## src/rtl/mux8_rr_arbiter_pkg.sv

```systemverilog
// rtl/mux8_rr_arbiter_pkg.sv - shared constants and FSM encoding for the round-robin mux arbiter
package mux8_rr_arbiter_pkg;

  localparam int N_REQ = 8;
  localparam int SEL_W = 3;

  typedef enum logic {
    IDLE  = 1'b0,
    GRANT = 1'b1
  } state_t;

endpackage

```

## src/rtl/mux8_rr_arbiter_rr_pick.sv

```systemverilog
// rtl/mux8_rr_arbiter_rr_pick.sv - combinational first-set search starting at a rotating index
module rr_pick
  import mux8_rr_arbiter_pkg::*;
(
  input  logic [N_REQ-1:0] mask,
  input  logic [SEL_W-1:0] start,
  output logic             found,
  output logic [SEL_W-1:0] idx
);

  logic [SEL_W-1:0] cand;

  // Walk start, start+1, ... (mod 8) and keep the first set bit encountered
  always_comb begin
    found = 1'b0;
    idx   = '0;
    cand  = '0;
    for (int k = 0; k < N_REQ; k++) begin
      cand = start + SEL_W'(k);
      if (mask[cand] && !found) begin
        found = 1'b1;
        idx   = cand;
      end
    end
  end

endmodule

```

## src/rtl/mux8_rr_arbiter.sv

```systemverilog
// rtl/mux8_rr_arbiter.sv - round-robin arbiter owning the select of an 8:1 single-bit mux
module mux8_rr_arbiter
  import mux8_rr_arbiter_pkg::*;
#(
  parameter int MAX_HOLD = 4,
  parameter int CNT_W    = 4
) (
  input  logic             clk,
  input  logic             reset,
  input  logic [N_REQ-1:0] req,
  input  logic             lock,
  input  logic [N_REQ-1:0] Input,
  output logic [N_REQ-1:0] gnt,
  output logic [SEL_W-1:0] sel,
  output logic             valid,
  output logic             Out
);

  // Last hold count an owner may reach before it yields to a waiting contender.
  // Compared with >= so an owner that ran past the limit under lock yields as
  // soon as lock drops.
  localparam logic [CNT_W-1:0] HOLD_LAST = (MAX_HOLD > 0) ? CNT_W'(MAX_HOLD - 1) : '0;
  localparam logic [CNT_W-1:0] HOLD_SAT  = '1;

  state_t           state, state_n;
  logic [SEL_W-1:0] ptr, ptr_n;
  logic [SEL_W-1:0] sel_n;
  logic [CNT_W-1:0] hold_cnt, hold_n;
  logic [N_REQ-1:0] gnt_n;
  logic             valid_n;

  logic [N_REQ-1:0] others;
  logic [N_REQ-1:0] pick_mask;
  logic [SEL_W-1:0] pick_start;
  logic             pick_found;
  logic [SEL_W-1:0] pick_idx;
  logic             preempt;
  logic             mux_out;

  // While granted the owner is excluded and the search starts just after it
  assign others     = req & ~gnt;
  assign pick_mask  = (state == GRANT) ? others : req;
  assign pick_start = (state == GRANT) ? sel + SEL_W'(1) : ptr;

  rr_pick u_pick (
    .mask  (pick_mask),
    .start (pick_start),
    .found (pick_found),
    .idx   (pick_idx)
  );

  assign preempt = (MAX_HOLD != 0) && req[sel] && (hold_cnt >= HOLD_LAST)
                   && !lock && (|others);

  // Next-state: grant from idle, release/preempt hand-off without a bubble, or keep owner
  always_comb begin
    state_n = state;
    sel_n   = sel;
    ptr_n   = ptr;
    hold_n  = hold_cnt;
    case (state)
      IDLE: begin
        if (|req) begin
          state_n = GRANT;
          sel_n   = pick_idx;
          hold_n  = '0;
        end
      end
      GRANT: begin
        if (!req[sel] || preempt) begin
          ptr_n  = sel + SEL_W'(1);
          hold_n = '0;
          if (pick_found) begin
            sel_n = pick_idx;
          end else begin
            state_n = IDLE;
            sel_n   = '0;
          end
        end else if (hold_cnt != HOLD_SAT) begin
          hold_n = hold_cnt + CNT_W'(1);
        end
      end
      default: begin
        state_n = IDLE;
        sel_n   = '0;
        hold_n  = '0;
      end
    endcase
    valid_n = (state_n == GRANT);
    gnt_n   = valid_n ? (N_REQ'(1) << sel_n) : '0;
  end

  // Grant, select and valid are registered together so they always move on the same edge
  always_ff @(posedge clk) begin
    if (reset) begin
      state    <= IDLE;
      gnt      <= '0;
      sel      <= '0;
      valid    <= 1'b0;
      ptr      <= '0;
      hold_cnt <= '0;
    end else begin
      state    <= state_n;
      gnt      <= gnt_n;
      sel      <= sel_n;
      valid    <= valid_n;
      ptr      <= ptr_n;
      hold_cnt <= hold_n;
    end
  end

  assign mux_out = Input[sel];
  assign Out     = valid & mux_out;

endmodule

```

## config.mk

```make
export PLATFORM = sky130hd
export DESIGN_NAME = mux8_rr_arbiter
export DESIGN_NICKNAME = d
export VERILOG_FILES = /design/src/rtl/mux8_rr_arbiter_pkg.sv /design/src/rtl/mux8_rr_arbiter_rr_pick.sv /design/src/rtl/mux8_rr_arbiter.sv
export SDC_FILE = /design/constraint.sdc
export NUM_CORES = 1
export LEC_CHECK = 0
export BUFFER_PORTS_ARGS = -buffer_cell sky130_fd_sc_hd__buf_4
export CORE_UTILIZATION = 45
export DETAILED_ROUTE_END_ITERATION = 8
export PLACE_DENSITY_LB_ADDON = 0.3
export SLEW_MARGIN = 10
export SYNTH_ARGS = -nofsm -noshare
export SYNTH_HDL_FRONTEND = slang
export SYNTH_SLANG_ARGS = --single-unit
```

## constraint.sdc

```tcl
create_clock -name clk -period 3.55 [get_ports clk]
set_input_delay 0 -clock clk [delete_from_list [all_inputs] [get_ports clk]]
set_output_delay 0 -clock clk [all_outputs]
set_load 0.02 [all_outputs]
```

==> flow_summary.json <==
{
  "hp-class": "input pin to flop",
  "die-height_um": 70.4,
  "ff_latch_area_um2": 392,
  "area_delta_synth_final_pct": 25.0,
  "io_buffer_count": 31,
  "grtUsageTotal": 0.251,
  "ant_nets": 0,
  "hold_viol_final": 0,
  "end_kind": "flop",
  "status": "finished, final reports clean",
  "multi_input_area_mm2": 0.00175,
  "die_w_um": 70.4,
  "grt_max_degree": 14,
  "antenna_found_initial": 0,
  "worst_pin_slew_ps": 643,
  "clock-root-buffer": "clkbuf_8",
  "syn_nets": 258,
  "via_per_inst": 6.38,
  "start_util": 0.477,
  "clock_path_buffers": 2,
  "numCtsBuffers": 3,
  "grt_pass1_wl_um": 9920,
  "clk_latency_ps": 250,
  "overflow": 0,
  "rows": 24,
  "diodes": 0,
  "crit_slowest_cell": "mux4_2",
  "cts_sinks": 19,
  "yosysWarningCount": 0,
  "cp.depth": 10,
  "vias": 2068,
  "worstHoldPathCells": 2,
  "max_freq_mhz": 284,
  "timing.rr.end": "gnt[7]",
  "drcViolationCount": 0,
  "clockPowerShare": 0.066,
  "switching_share": 0.490,
  "slew_headroom": 0.567,
  "synth_area_mm2": 0.00211,
  "yosysSeqAreaShare": 0.181,
  "utilization": 0.596,
  "synth_edf_count": 0,
  "place_congestion": 0.969,
  "hp-start": "reset",
  "cts_tree": "yes",
  "rsz0062_at_grt": "yes",
  "dpl.hpwl_um": 4660,
  "nFillCells": 391,
  "clkSlewWorstSetupHoldPaths_ps": 70,
  "finalCritPeriodShare": 0.992,
  "mostFrequentLayoutCell": "buf_4",
  "core_mm2": 0.00441,
  "min_to": "hold_cnt[0]",
  "drtPass1Iterations": 4,
  "synth_seq_cells": 19,
  "finalSetupViolCount": 0,
  "critPathMaxFanout": 7,
  "skew_ps": 4.20,
  "setup_ws_ps": 28.7,
  "synth_cell_types": 56,
  "wl_um": 6200,
  "drive_gt1_frac": 0.371,
  "start_kind": "flop",
  "ir_drop_uv": 491,
  "post-place-ws_ps": 105,
  "p_comb_frac": 0.793,
  "slowest_delay_ps": 570,
  "p_per_area_mw_per_mm2": 855,
  "ff2ff_path_depth": 10,
  "timing.critical_path.cells": "ha_4, mux2i_4, ha_4, mux4_2, or4_4, a41oi_4, nand2_2, or3_4, a41o_4, nor4_4",
  "intPower_uw": 1150,
  "cts_htree_levels": 1,
  "layout.cells.most_common_list": "buf_4 (43), mux2i_1 (21), nor2_1 (19), dfxtp_1 (16)",
  "drv_slew": 0,
  "grt_pass1_vias": 1954,
  "drt_iter0_drc": 115,
  "ios": 32,
  "async_flop_share": 0,
  "leakagePower_uw": 0.00105,
  "cp_num_buf_inv": 0,
  "synth_ff_type": "dfxtp_1",
  "cp.arrival_ps": 3690,
  "cap_viol_max_count": 0,
  "die-area_mm2": 0.00496,
  "cp_top_family": "simple AND/OR/NAND/NOR gates",
  "nets": 296,
  "cp.required_ps": 3720,
  "syn_avg_cell_area_um2": 8.96,
  "r2r-start": "sel[0]",
  "power.switching_uw": 1100,
  "synthCells": 235,
  "whs_ps": 17.2,
  "drt-wirelength-per-cell_um": 19.1,
  "cpMostUsedCell": "ha_4",
  "period_needed_ps": 3520,
  "r2r_setup_slack_ps": 30,
  "pwr-share-seq": 0.141,
  "crit_type": "flop to flop"
}
## power groups by stage
stage / clock network [uW] / logic [uW] / registers (uW)
2_1_floorplan: 0 / 1180 / 349
3_3_place_gp: 0 / 1560 / 318
3_5_place_dp: 0 / 1570 / 318
4_1_cts: 148 / 1580 / 315
5_1_grt: 157 / 1910 / 322
6_report: 148 / 1790 / 317
## metrics by stage
stage / cell area [um2] / cells / setup TNS, ps / power [uW]
detailed placement: 2470 / 319 / 0 / 1890
finish: 2630 / 324 / 0 / 2250
CTS: 2510 / 323 / 0 / 2050
global placement: 2470 / 319 / 0 / 1880
global route: 2630 / 324 / -311 / 2390
floorplan: 2170 / 235 / -269 / 1530
## cell usage after synthesis, drive strengths merged (2+ instances only)
master / count / area [um2]
o21ai: 5 / 25.0
a22oi: 2 / 15.0
dfxtp: 19 / 380
a211oi: 7 / 52.6
inv: 12 / 45.0
and3: 3 / 18.8
clkbuf: 2 / 7.51
mux2: 12 / 135
nor4: 6 / 43.8
a21o: 2 / 15.0
xnor2: 5 / 43.8
a21oi: 12 / 60.1
nand2b: 5 / 31.3
nor3: 6 / 30.0
nand2: 13 / 51.3
a2bb2oi: 2 / 17.5
or4: 3 / 30.0
mux2i: 28 / 322
nor2b: 3 / 18.8
o31ai: 3 / 22.5
mux4: 10 / 225
a41oi: 2 / 36.3
or3: 3 / 18.8
buf: 9 / 61.3
o22ai: 3 / 18.8
a21boi: 8 / 60.1
nand3: 6 / 30.0
nor2: 20 / 75.1
ha: 4 / 50.1
o211ai: 3 / 22.5
## worst max path at each step
stage	slack, ps	endpoint	startpoint
floorplan	-70	gnt[7]	sel[1]
global placement	80	gnt[1]	state
detailed placement	110	gnt[3]	sel[0]
CTS	60	gnt[3]	state
global route	-70	gnt[7]	sel[0]
finish	30	gnt[7]	sel[0]
## metal layers
layer / vias to the layer above / part of all wire / global-route usage
li1: 983 / - / -
met5: - / 0 / 0
met4: 0 / 0.020 / 0.0578
met1: 983 / 0.44 / 0.365
met2: 88 / 0.47 / 0.386
met3: 14 / 0.072 / 0.0418
## repair_timing
action	in CTS	in global routing
endpoints found under the hold margin	0	0
hold buffers	0	0
resized for setup	0	22
endpoints found under the setup margin	0	10
buffers inserted	0	1
## final cells by class
type                       count  share of cell area
sequential                    19               0.149
inverter                      13              0.0185
clock buffer                   4              0.0171
tap                           52              0.0247
timing repair buffer          44               0.127
multi-input combinational    192               0.664
## cell families (layout without fill, tap and decap cells)
logic type | Yosys count | after routing | synth area share
muxes | 50 | 50 | 0.324
xor gates and xnor gates | 6 | 6 | 0.0250
adders and majority gates | 4 | 4 | 0.0238
buffers and inverters | 24 | 61 | 0.0559
and+or+nand+nor | 71 | 71 | 0.176
DFF | 19 | 19 | 0.181
AOI/OAI and AO/OA | 61 | 61 | 0.215
## registers in the layout, summed over array words and instances, names as in the netlist
| signal | cells |
|---|---|
| gnt | 8 |
| hold_cnt | 4 |
| ptr | 3 |
| sel | 3 |
| state | 1 |
Power figures use the tool's default switching activity.
